--- src/rtl/operand_pkg.sv ---
// Shared definitions for the operand packer and the two-pair adder.
// Holds the operand field width, the bit offsets of each field on the packed
// ins bus, the packer state encoding and the packed payload layout.
package operand_pkg;

    localparam int unsigned W       = 8;
    localparam int unsigned INS_W   = 4 * W + 1;

    // Field offsets on ins; the adder slices with the same constants.
    localparam int unsigned S1X_LO  = 0;
    localparam int unsigned S1Y_LO  = W;
    localparam int unsigned CIN_BIT = 2 * W;
    localparam int unsigned S2X_LO  = 2 * W + 1;
    localparam int unsigned S2Y_LO  = 3 * W + 1;

    typedef enum logic [2:0] {
        S1X   = 3'd0,
        S1Y   = 3'd1,
        S2X   = 3'd2,
        S2Y   = 3'd3,
        CIN   = 3'd4,
        DRAIN = 3'd5
    } state_t;

    // Packed payload, MSB first, so it lines up with the offsets above.
    typedef struct packed {
        logic [W-1:0] s2y;
        logic [W-1:0] s2x;
        logic         cin;
        logic [W-1:0] s1y;
        logic [W-1:0] s1x;
    } ins_t;

endpackage

--- src/rtl/operand_packer.sv ---
// operand_packer: assembles a W-bit beat stream into the packed adder operand
// bus ins = {s2.y, s2.x, cin, s1.y, s1.x} and hands it over with valid/ready.
// Malformed frames are dropped with a one-cycle err_frame pulse.
// Ports:
//   clk, rst_n            clock, synchronous active-low reset
//   in_valid/in_ready     beat handshake; in_data payload, in_last on cin beat
//   ins/ins_valid/ins_ready  packed operand output and its handshake
//   err_frame             one-cycle pulse per dropped frame
//   frame_cnt             frames delivered on ins, wraps at 2^CW
module operand_packer
    import operand_pkg::*;
#(
    parameter int unsigned CW = 16
) (
    input  logic             clk,
    input  logic             rst_n,
    input  logic             in_valid,
    output logic             in_ready,
    input  logic [W-1:0]     in_data,
    input  logic             in_last,
    output logic [INS_W-1:0] ins,
    output logic             ins_valid,
    input  logic             ins_ready,
    output logic             err_frame,
    output logic [CW-1:0]    frame_cnt
);

    state_t       state;
    state_t       state_nxt;
    logic         accept_c;
    logic         load_c;
    logic         err_c;
    logic [W-1:0] s1x_q;
    logic [W-1:0] s1y_q;
    logic [W-1:0] s2x_q;
    logic [W-1:0] s2y_q;
    ins_t         ins_pack_c;

    // The cin beat may only land when the output register is free or draining now.
    always_comb begin
        in_ready = 1'b1;
        if (state == CIN) begin
            in_ready = !ins_valid || ins_ready;
        end
    end

    assign accept_c = in_valid && in_ready;

    // Next-state and frame-completion decode.
    always_comb begin
        state_nxt = state;
        load_c    = 1'b0;
        err_c     = 1'b0;
        case (state)
            S1X, S1Y, S2X, S2Y: begin
                if (accept_c) begin
                    if (in_last) begin
                        // Early last: drop the partial frame and restart.
                        err_c     = 1'b1;
                        state_nxt = S1X;
                    end else begin
                        case (state)
                            S1X:     state_nxt = S1Y;
                            S1Y:     state_nxt = S2X;
                            S2X:     state_nxt = S2Y;
                            default: state_nxt = CIN;
                        endcase
                    end
                end
            end
            CIN: begin
                if (accept_c) begin
                    if (in_last) begin
                        load_c    = 1'b1;
                        state_nxt = S1X;
                    end else begin
                        // Missing last: resynchronise on the next in_last.
                        err_c     = 1'b1;
                        state_nxt = DRAIN;
                    end
                end
            end
            DRAIN: begin
                if (accept_c && in_last) begin
                    state_nxt = S1X;
                end
            end
            default: state_nxt = S1X;
        endcase
    end

    // State register and shadow operand fields.
    always_ff @(posedge clk) begin
        if (!rst_n) begin
            state <= S1X;
            s1x_q <= '0;
            s1y_q <= '0;
            s2x_q <= '0;
            s2y_q <= '0;
        end else begin
            state <= state_nxt;
            if (accept_c && !in_last) begin
                case (state)
                    S1X:     s1x_q <= in_data;
                    S1Y:     s1y_q <= in_data;
                    S2X:     s2x_q <= in_data;
                    S2Y:     s2y_q <= in_data;
                    default: ;
                endcase
            end
        end
    end

    // Payload formed from the shadow fields plus the live cin bit.
    always_comb begin
        ins_pack_c     = '0;
        ins_pack_c.s1x = s1x_q;
        ins_pack_c.s1y = s1y_q;
        ins_pack_c.cin = in_data[0];
        ins_pack_c.s2x = s2x_q;
        ins_pack_c.s2y = s2y_q;
    end

    // Output register: a reload takes priority over the consume-clear.
    always_ff @(posedge clk) begin
        if (!rst_n) begin
            ins       <= '0;
            ins_valid <= 1'b0;
            err_frame <= 1'b0;
            frame_cnt <= '0;
        end else begin
            err_frame <= err_c;
            if (load_c) begin
                ins       <= ins_pack_c;
                ins_valid <= 1'b1;
                frame_cnt <= frame_cnt + CW'(1);
            end else if (ins_valid && ins_ready) begin
                ins_valid <= 1'b0;
            end
        end
    end

endmodule

--- config.mk ---
export PLATFORM = sky130hd
export DESIGN_NAME = operand_packer
export DESIGN_NICKNAME = d
export VERILOG_FILES = /design/src/rtl/operand_pkg.sv /design/src/rtl/operand_packer.sv
export SDC_FILE = /design/constraint.sdc
export NUM_CORES = 1
export LEC_CHECK = 0
export ABC_AREA = 1
export CORE_MARGIN = 3
export CORE_UTILIZATION = 58
export CTS_BUF_LIST = sky130_fd_sc_hd__clkbuf_8
export CTS_CLUSTER_SIZE = 24
export DETAILED_ROUTE_END_ITERATION = 8
export PLACE_DENSITY = 0.88
export SLEW_MARGIN = 20
export SYNTH_ARGS = -nofsm -noshare
export SYNTH_HDL_FRONTEND = slang
export SYNTH_SLANG_ARGS = --single-unit
--- constraint.sdc ---
create_clock -name clk -period 4.1 [get_ports clk]
set_input_delay 0.41 -clock clk [delete_from_list [all_inputs] [get_ports clk]]
set_output_delay 0.41 -clock clk [all_outputs]
set_load 0.02 [all_outputs]
Yosys cells after proc, flatten, opt, wreduce, memory -nomap -nowiden
Cells that the tools add are included.
Word-level totals
  register bits after elaboration: 86
  latch bits: 0
  RAM bits: 0
  memory bits (read-only): 0
  input bits: 13
  output and inout bits: 52
  word-level logic and storage cells: 49
  memories kept: 0
Operators by class
  add/sub/neg operators: 1
  multiply operators: 0
  div/mod/pow operators: 0
  magnitude comparators: 0
  eq/ne operators: 8
  shift-type cells: 0
  multiplexer cells: 16
  bitwise operators: 0
  reductions and logical operators: 15
Operators by type and width (count)
  $pmux 3 s3: 2
  $add 16x1->16 const B: 1
  $mux 3: 5
  $mux 1: 8
  $reduce_and 2->1: 4
  $eq 3x2->1 const B: 2
  $eq 3x3->1 const B: 2
  $ne 2x2->1 const B: 3
  $logic_and 1x1->1: 4
  $reduce_or 4->1: 1
  $eq 3x1->1 const B: 1
  $logic_not 3->1: 1
  $reduce_and 3->1: 1
  $logic_not 1->1: 2
  $pmux 1 s2: 1
  $reduce_bool 2->1: 1
  $logic_or 1x1->1: 1

Longest topological paths before layout
Gate-level depths: netlist of the first run.
  word-level depth: 7
  gate-level depth with buffers: 10
  mapped depth without buffers: 9

Worst setup path after synthesis of the first run
Ideal clock, no wire load.
  path type: input to register
  from: input port ins_ready
  to: register s2y_q[7]
  library setup time: 70 ps
  arrival: 1436 ps
  data required time: 4030 ps
  slack: 2594 ps
  stages on the path: 7
  path buffers: 1
  cell sequence: inv_1 nand4_1 nand2_1 nor2_4 buf_2 nand3_1 a21oi_1
Between the ends
  word-level cells in the longest chain between the ends: 5
Ends and longest elaborated chain
  start, declared: line operand_packer.sv:23  | input logic ins_ready,
  $logic_or 1x1->1: line operand_packer.sv:43  | in_ready = !ins_valid || ins_ready;
  $mux 1: line operand_packer.sv:42  | if (state == CIN) begin
  net in_ready: line operand_packer.sv:18  | output logic in_ready,
  $logic_and 1x1->1: line operand_packer.sv:47  | assign accept_c = in_valid && in_ready;
  $logic_and 1x1->1: line operand_packer.sv:102  | if (accept_c && !in_last) begin
  $reduce_and 2->1 (no source line)
  end signal, assigned: line operand_packer.sv:107  | S2Y: s2y_q <= in_data;
  end, declared: line operand_packer.sv:36  | logic [W-1:0] s2y_q;
The timed path passes the listed nets, and every way through them passes these cells.
A chain may end at the register's enable or synchronous reset.

Final worst setup path of the first run
  from: input port ins_ready
  to: register s1x_q[4]
Between the ends
  word-level cells in the longest chain between the ends: 5
Ends and longest elaborated chain
  $logic_or 1x1->1: line operand_packer.sv:43
  $mux 1: line operand_packer.sv:42
  $logic_and 1x1->1: line operand_packer.sv:47
  $logic_and 1x1->1: line operand_packer.sv:102
  $reduce_and 2->1 (no source line)
  end signal, assigned: line operand_packer.sv:104  | S1X: s1x_q <= in_data;
  end, declared: line operand_packer.sv:33  | logic [W-1:0] s1x_q;
No other way between the ends.

==> run_results.csv, run 1 <==
group,metric,value,unit
final_layout,final_area,4240,um^2
floorplan,coreArea,5610,um^2
logic_synthesis,ys_ff_latch,86,
floorplan,num_rows,27,
logic_synthesis,synthCells,468,
critical_path,required,4320,ps
clock_tree,cts_max_level,3,
routing,firstDrtPassIters,5,
power,cellPowerDensity,352,nW/um^2
global_route,overflow,0,
critical_path,reg2reg_to,"s1x_q[4]",
sta,skew,8.02,ps
worst_hold_path,hold_depth,2,
sta,finalSetupTns,0,ps
critical_path,crit_fanout,37,
final_layout,final_nets,537,
final_layout,mostFrequentLayoutCells,"nand2_1, dfxtp_1, a21oi_1",
power,p_leak,1.40,nW
sta,finalCritPeriodShare,0.530,
critical_path,startpoint,"ins_ready",
floorplan,die_width,82.8,um
placed_design,port_buffers,64,
floorplan,initial_core_util,0.610,
placed_design,gp_congestion,0.870,
placed_design,place_inst,584,
final_layout,instances_no_fill,600,
logic_synthesis,syn_area,3420,um^2
final_layout,diodes,0,
floorplan,chipHeight,82.8,um
status,run_status,"finished, final reports clean",
global_route,antenna_found_initial,0,
placed_design,dpl_cell_area,4060,um^2
critical_path,endpoint_kind,"flop",
routing,wirelength,8270,um
routing,vias,3304,
power,p_total,1.50,mW
routing,postRouteAntennaNets,0,
clock_tree,ctsHoldBuffers,0,
sta,slew_headroom,0.478,
critical_path,crit_arrival,2390,ps
clock_tree,cts_root_buf,"clkbuf_8",
critical_path,reg2regPathDepth,7,
final_layout,final_common_cell,"nand2_1",
floorplan,pin_count,65,
clock_tree,cts_resized,0,
sta,hold_viol_final,0,
critical_path,worstSetupPathType,"in -> reg",
critical_path,cp-start-kind,"input port",
critical_path,regToRegSetupSlack,2010,ps
logic_synthesis,synth_fp_nets,482,
global_route,grt_pass1_wl,13800,um
sta,drv_slew,0,
global_route,grt_pass1_vias,2978,
logic_synthesis,ys_seq_area_frac,0.503,
global_route,grt_max_degree,76,
routing,drc,0,
sta,worst_slew_pin_slew,782,ps
clock_tree,numCtsBuffers,9,
logic_synthesis,syn_avg_cell_area,7.31,um^2
floorplan,dieArea,6860,um^2
routing,wl_per_cell,13.8,um
routing,drt_iter0_markers,330,
logic_synthesis,yosys_warnings,0,
job,max_cap_viol_count,0,
clock_tree,clk-insertion-delay-late,370,ps
routing,avgViaCountPerCell,5.51,
critical_path,cp-endpoint,"s1x_q[4]",
clock_tree,cts_buffer_depth,2,
clock_tree,clkTransAtPathRegs,90,ps
logic_synthesis,synth_cell_type_count,23,
sta,rsz0062_at_grt,"false",
clock_tree,post_cts_buffers,0,
placed_design,hpwlAfterDp,5500,um
final_layout,drive_above_1_share,0.0473,
worst_hold_path,hold_class,"reg -> reg",
clock_tree,cts.sinks,86,
sta,maxClockFrequency,461,MHz
power,ir_worst_vdd,0.000299,V
sta,period_needed,2170,ps
critical_path,r2r_start,"state[1]",
clock_tree,cts_tree,"yes",
sta,setup-violations-final,0,
global_route,track_usage,0.241,
final_layout,syn2layout_area_growth,24.0,%
-- area by class of cell --
class	instances	area, um^2
flip-flops and latches	86	1720
multi-input cells	341	1520
fillers	437	1360
repair buffers	65	648
clock buffers	10	138
well taps	72	90.1
inverters	20	77.6
clock inverters	6	45.0
-- worst min-delay path by stage --
stage | to | from | slack (ps)
global placement | s2x_q[6] | s2x_q[6] | 450
finish | ins[12] | s1y_q[4] | 470
detailed placement | s1y_q[0] | s1y_q[0] | 460
floorplan | ins[10] | s1y_q[2] | 440
global route | ins[32] | s2y_q[7] | 490
CTS | s1y_q[0] | s1y_q[0] | 470
-- flip-flops by register name (all words and copies together) (netlist names) --
register,cells
state,3
err_frame,1
s1y_q,8
frame_cnt,16
ins,33
s1x_q,8
s2y_q,8
s2x_q,8
ins_valid,1
-- logic make-up (layout without fill, tap and decap cells) --
kind of cell	count (synthesis)	after routing	share of synthesized area
flip-flops	86	86	0.503
XOR/XNOR	2	2	0.00512
AO/OA/AOI/OAI	87	87	0.129
AND/OR/NAND/NOR	251	251	0.308
buffers and inverters	41	101	0.0516
adder cells (fa/ha/maj)	1	1	0.00366
-- cells in the mapped netlist, drive strengths merged --
library cell	count	area share
nor3	3	0.0059
o211ai	2	0.0044
buf	9	0.016
clkinv	2	0.0022
nand3	50	0.073
ha	1	0.0037
inv	18	0.020
nand2	160	0.18
o21ai	3	0.0044
nand4	6	0.015
a21oi	82	0.12
xnor2	1	0.0026
xor2	1	0.0026
dfxtp	86	0.50
clkbuf	12	0.013
nor2	32	0.038
-- critical path: stages --
cell and delay, ps:
clkdlybuf4s50_1 450, inv_1 50, nand4_1 120, nand2_1 150, nor2_4 580, nand2_1 360, nand2_1 160, a21oi_1 80
-- stage by stage --
stage               worst slack (ps)   util  hold slack, ps
floorplan                       2590      -             439
global placement                1670  0.724             452
detailed placement              1590  0.724             456
CTS                             1970  0.757             470
global route                    1740  0.757             486
finish                          1930  0.757             469
-- power breakdown --
group,total (mW),internal [mW],switching (mW)
clock network,0.550,0.238,0.312
registers,0.853,0.845,0.00782
logic,0.0927,0.0284,0.0643
-- routing by layer --
layer | wire length [um] | share of wire | vias to the layer above | track usage
met1 | 3490 | 0.42 | 1489 | 0.309
met3 | 594 | 0.072 | 17 | 0.0446
li1 | - | - | 1651 | -
met4 | 145 | 0.018 | 0 | 0.0817
met5 | 0 | 0 | - | 0
met2 | 4040 | 0.49 | 147 | 0.408
(Power assumes the default switching activity.)
==> run 2, diff against run 1 <==
--- a/config.mk
+++ b/config.mk
@@ -7,11 +7,11 @@
 export LEC_CHECK = 0
 export ABC_AREA = 1
 export CORE_MARGIN = 3
-export CORE_UTILIZATION = 58
+export CORE_UTILIZATION = 53
 export CTS_BUF_LIST = sky130_fd_sc_hd__clkbuf_8
 export CTS_CLUSTER_SIZE = 24
 export DETAILED_ROUTE_END_ITERATION = 8
-export PLACE_DENSITY = 0.88
+export PLACE_DENSITY = 0.81
 export SLEW_MARGIN = 20
 export SYNTH_ARGS = -nofsm -noshare
 export SYNTH_HDL_FRONTEND = slang
==> constraint.sdc (replaced) <==
create_clock -name clk -period 2.1 [get_ports clk]
set_input_delay 0.21 -clock clk [delete_from_list [all_inputs] [get_ports clk]]
set_output_delay 0.21 -clock clk [all_outputs]
set_load 0.02 [all_outputs]
==> run 2 against run 1 <==
  * Critical path depth is 5 lower
  * Highest routed layer unchanged
  * First-iteration DRC count down 32%
  * Cell count rose by 2.0%
  * Sequential cell count is the same
  * Critical path type is now reg -> out
  * Die area rose by 8.7%
  * Register-to-register slack worse by 1600 ps
  * Critical endpoint is now in_ready
==> run_results.csv, run 2 (synthesis gave the netlist of run 1 again) <==
group,metric,value,unit
status,run_status,"finished, final reports clean",
global_route,antenna_found_initial,0,
power,netSwitchingPower,0.695,mW
clock_tree,cts_root_buf,"clkbuf_8",
critical_path,required,1890,ps
final_layout,largest_register_ffs,33,
routing,vias,3317,
critical_path,path_buf_inv,1,
clock_tree,cts_resized,0,
clock_tree,ctsHoldBuffers,0,
sta,finalSetupTns,0,ps
final_layout,drive_above_1_share,0.0615,
final_layout,seq_area,1720,um^2
sta,skew,7.15,ps
floorplan,dieArea,7460,um^2
routing,drc,0,
clock_tree,clkTransAtPathRegs,80,ps
final_layout,utilization,0.716,
clock_tree,numCtsBuffers,9,
floorplan,chipHeight,86.4,um
critical_path,reg2regPathDepth,9,
final_layout,mostFrequentLayoutCells,"nand2_1, dfxtp_1, a21oi_1",
final_layout,multi_input_area,1520,um^2
sta,period_needed,1770,ps
routing,drt_iter0_markers,226,
critical_path,worstSetupPathType,"reg -> out",
floorplan,initial_core_util,0.561,
sta,finalCritPeriodShare,0.845,
power,p_sw_frac,0.233,
power,power_frac_seq,0.558,
sta,maxClockFrequency,564,MHz
worst_hold_path,hold_depth,2,
final_layout,num-fill-cells,524,
critical_path,endpoint_kind,"output port",
final_layout,diodes,0,
final_layout,syn2layout_area_growth,27.5,%
final_layout,final_area,4360,um^2
power,p_leak,1.47,nW
power,combPwrFrac,0.066,
job,max_cap_viol_count,0,
sta,rsz0062_at_grt,"false",
final_layout,largestRegisters,"ins: 33 flops, frame_cnt: 16 flops",
worst_hold_path,worstHoldEndpoint,"ins[9]",
critical_path,crit_fanout,5,
floorplan,coreArea,6100,um^2
floorplan,pin_count,65,
clock_tree,cts_max_level,3,
clock_tree,cts_tree,"yes",
sta,slew_headroom,0.770,
routing,wirelength,8350,um
placed_design,place_ws,256,ps
routing,avgViaCountPerCell,5.42,
clock_tree,post_cts_buffers,0,
clock_tree,clk-insertion-delay-late,340,ps
critical_path,critPathTopFamily,"buffers and inverters",
critical_path,crit_chain,"nor2_1 > nand4_1 > clkdlybuf4s50_1",
critical_path,cp-start-kind,"flop",
power,cellPowerDensity,684,nW/um^2
placed_design,place_inst,597,
clock_tree,cts.sinks,86,
floorplan,die_width,86.4,um
worst_hold_path,hold_path.startpoint,"s1y_q[1]",
worst_hold_path,hold_class,"reg -> reg",
sta,worst_slew_pin_slew,342,ps
critical_path,reg2reg_to,"frame_cnt[10]",
global_route,overflow,0,
power,clkPwrFrac,0.376,
global_route,grt_pass1_wl,14000,um
final_layout,final_common_cell,"nand2_1",
global_route,track_usage,0.234,
placed_design,dpl_cell_area,4180,um^2
critical_path,crit_arrival,1560,ps
sta,drv_slew,0,
critical_path,cp_slowest_stage_delay,620,ps
clock_tree,cts_buffer_depth,2,
power,ir_worst_vdd,0.000611,V
global_route,grt_pass1_vias,2986,
placed_design,port_buffers,64,
sta,fin_ws,326,ps
final_layout,regMostFlops,"ins",
final_layout,instances_no_fill,612,
critical_path,crit_path_top_delay_cell,"clkdlybuf4s50_1",
routing,wl_per_cell,13.6,um
routing,firstDrtPassIters,5,
critical_path,regToRegSetupSlack,400,ps
global_route,grt_max_degree,76,
sta,hold_viol_final,0,
routing,postRouteAntennaNets,0,
power,internal_power,2.29,mW
placed_design,gp_congestion,0.833,
final_layout,final_nets,547,
critical_path,r2r_start,"state[0]",
placed_design,hpwlAfterDp,5680,um
critical_path,worstSetupPathDepth,3,
sta,setup-violations-final,0,
floorplan,num_rows,28,
-- run 2: power by group through the flow --
stage	Combinational (mW)	Clock [mW]	Sequential, mW
floorplan	0.113	0	1.70
global placement	0.193	0	1.70
detailed placement	0.195	0	1.70
CTS	0.197	1.14	1.66
global route	0.219	1.22	1.67
finish	0.198	1.12	1.66
-- run 2: per-layer routing --
layer | wire [um] | up-vias | GRT usage
met5 | 0 | - | 0
met4 | 170 | 0 | 0.0722
met3 | 519 | 18 | 0.0523
met2 | 3990 | 116 | 0.376
met1 | 3670 | 1517 | 0.315
li1 | - | 1666 | -
-- run 2: worst max path at each step --
stage	startpoint	endpoint
global route	state[0]	frame_cnt[10]
finish	state[1]	in_ready
detailed placement	ins_ready	s2y_q[5]
global placement	ins_ready	s2y_q[3]
floorplan	ins_valid	s2x_q[0]
CTS	state[1]	in_ready
-- run 2: tightest hold or removal path: cells and delay by family, from the launching register on --
kind            cells  cell delay [ps]
flops               1              310
simple gates        1               60
compound gates      1               50
-- run 2: area by class of cell --
cell class,count,share of cell area
Clock buffer,10,0.0315
Clock inverter,5,0.0118
Sequential cell,86,0.394
Multi-Input combinational cell,341,0.349
Inverter,20,0.0172
Tap cell,75,0.0215
Timing Repair Buffer,75,0.174
-- run 2: through the flow --
stage	hold slack (ps)	total power, mW
after floorplan	348	1.81
after global placement	449	1.90
after global routing	482	3.11
after CTS	467	3.00
final	460	2.98
after detailed placement	455	1.90
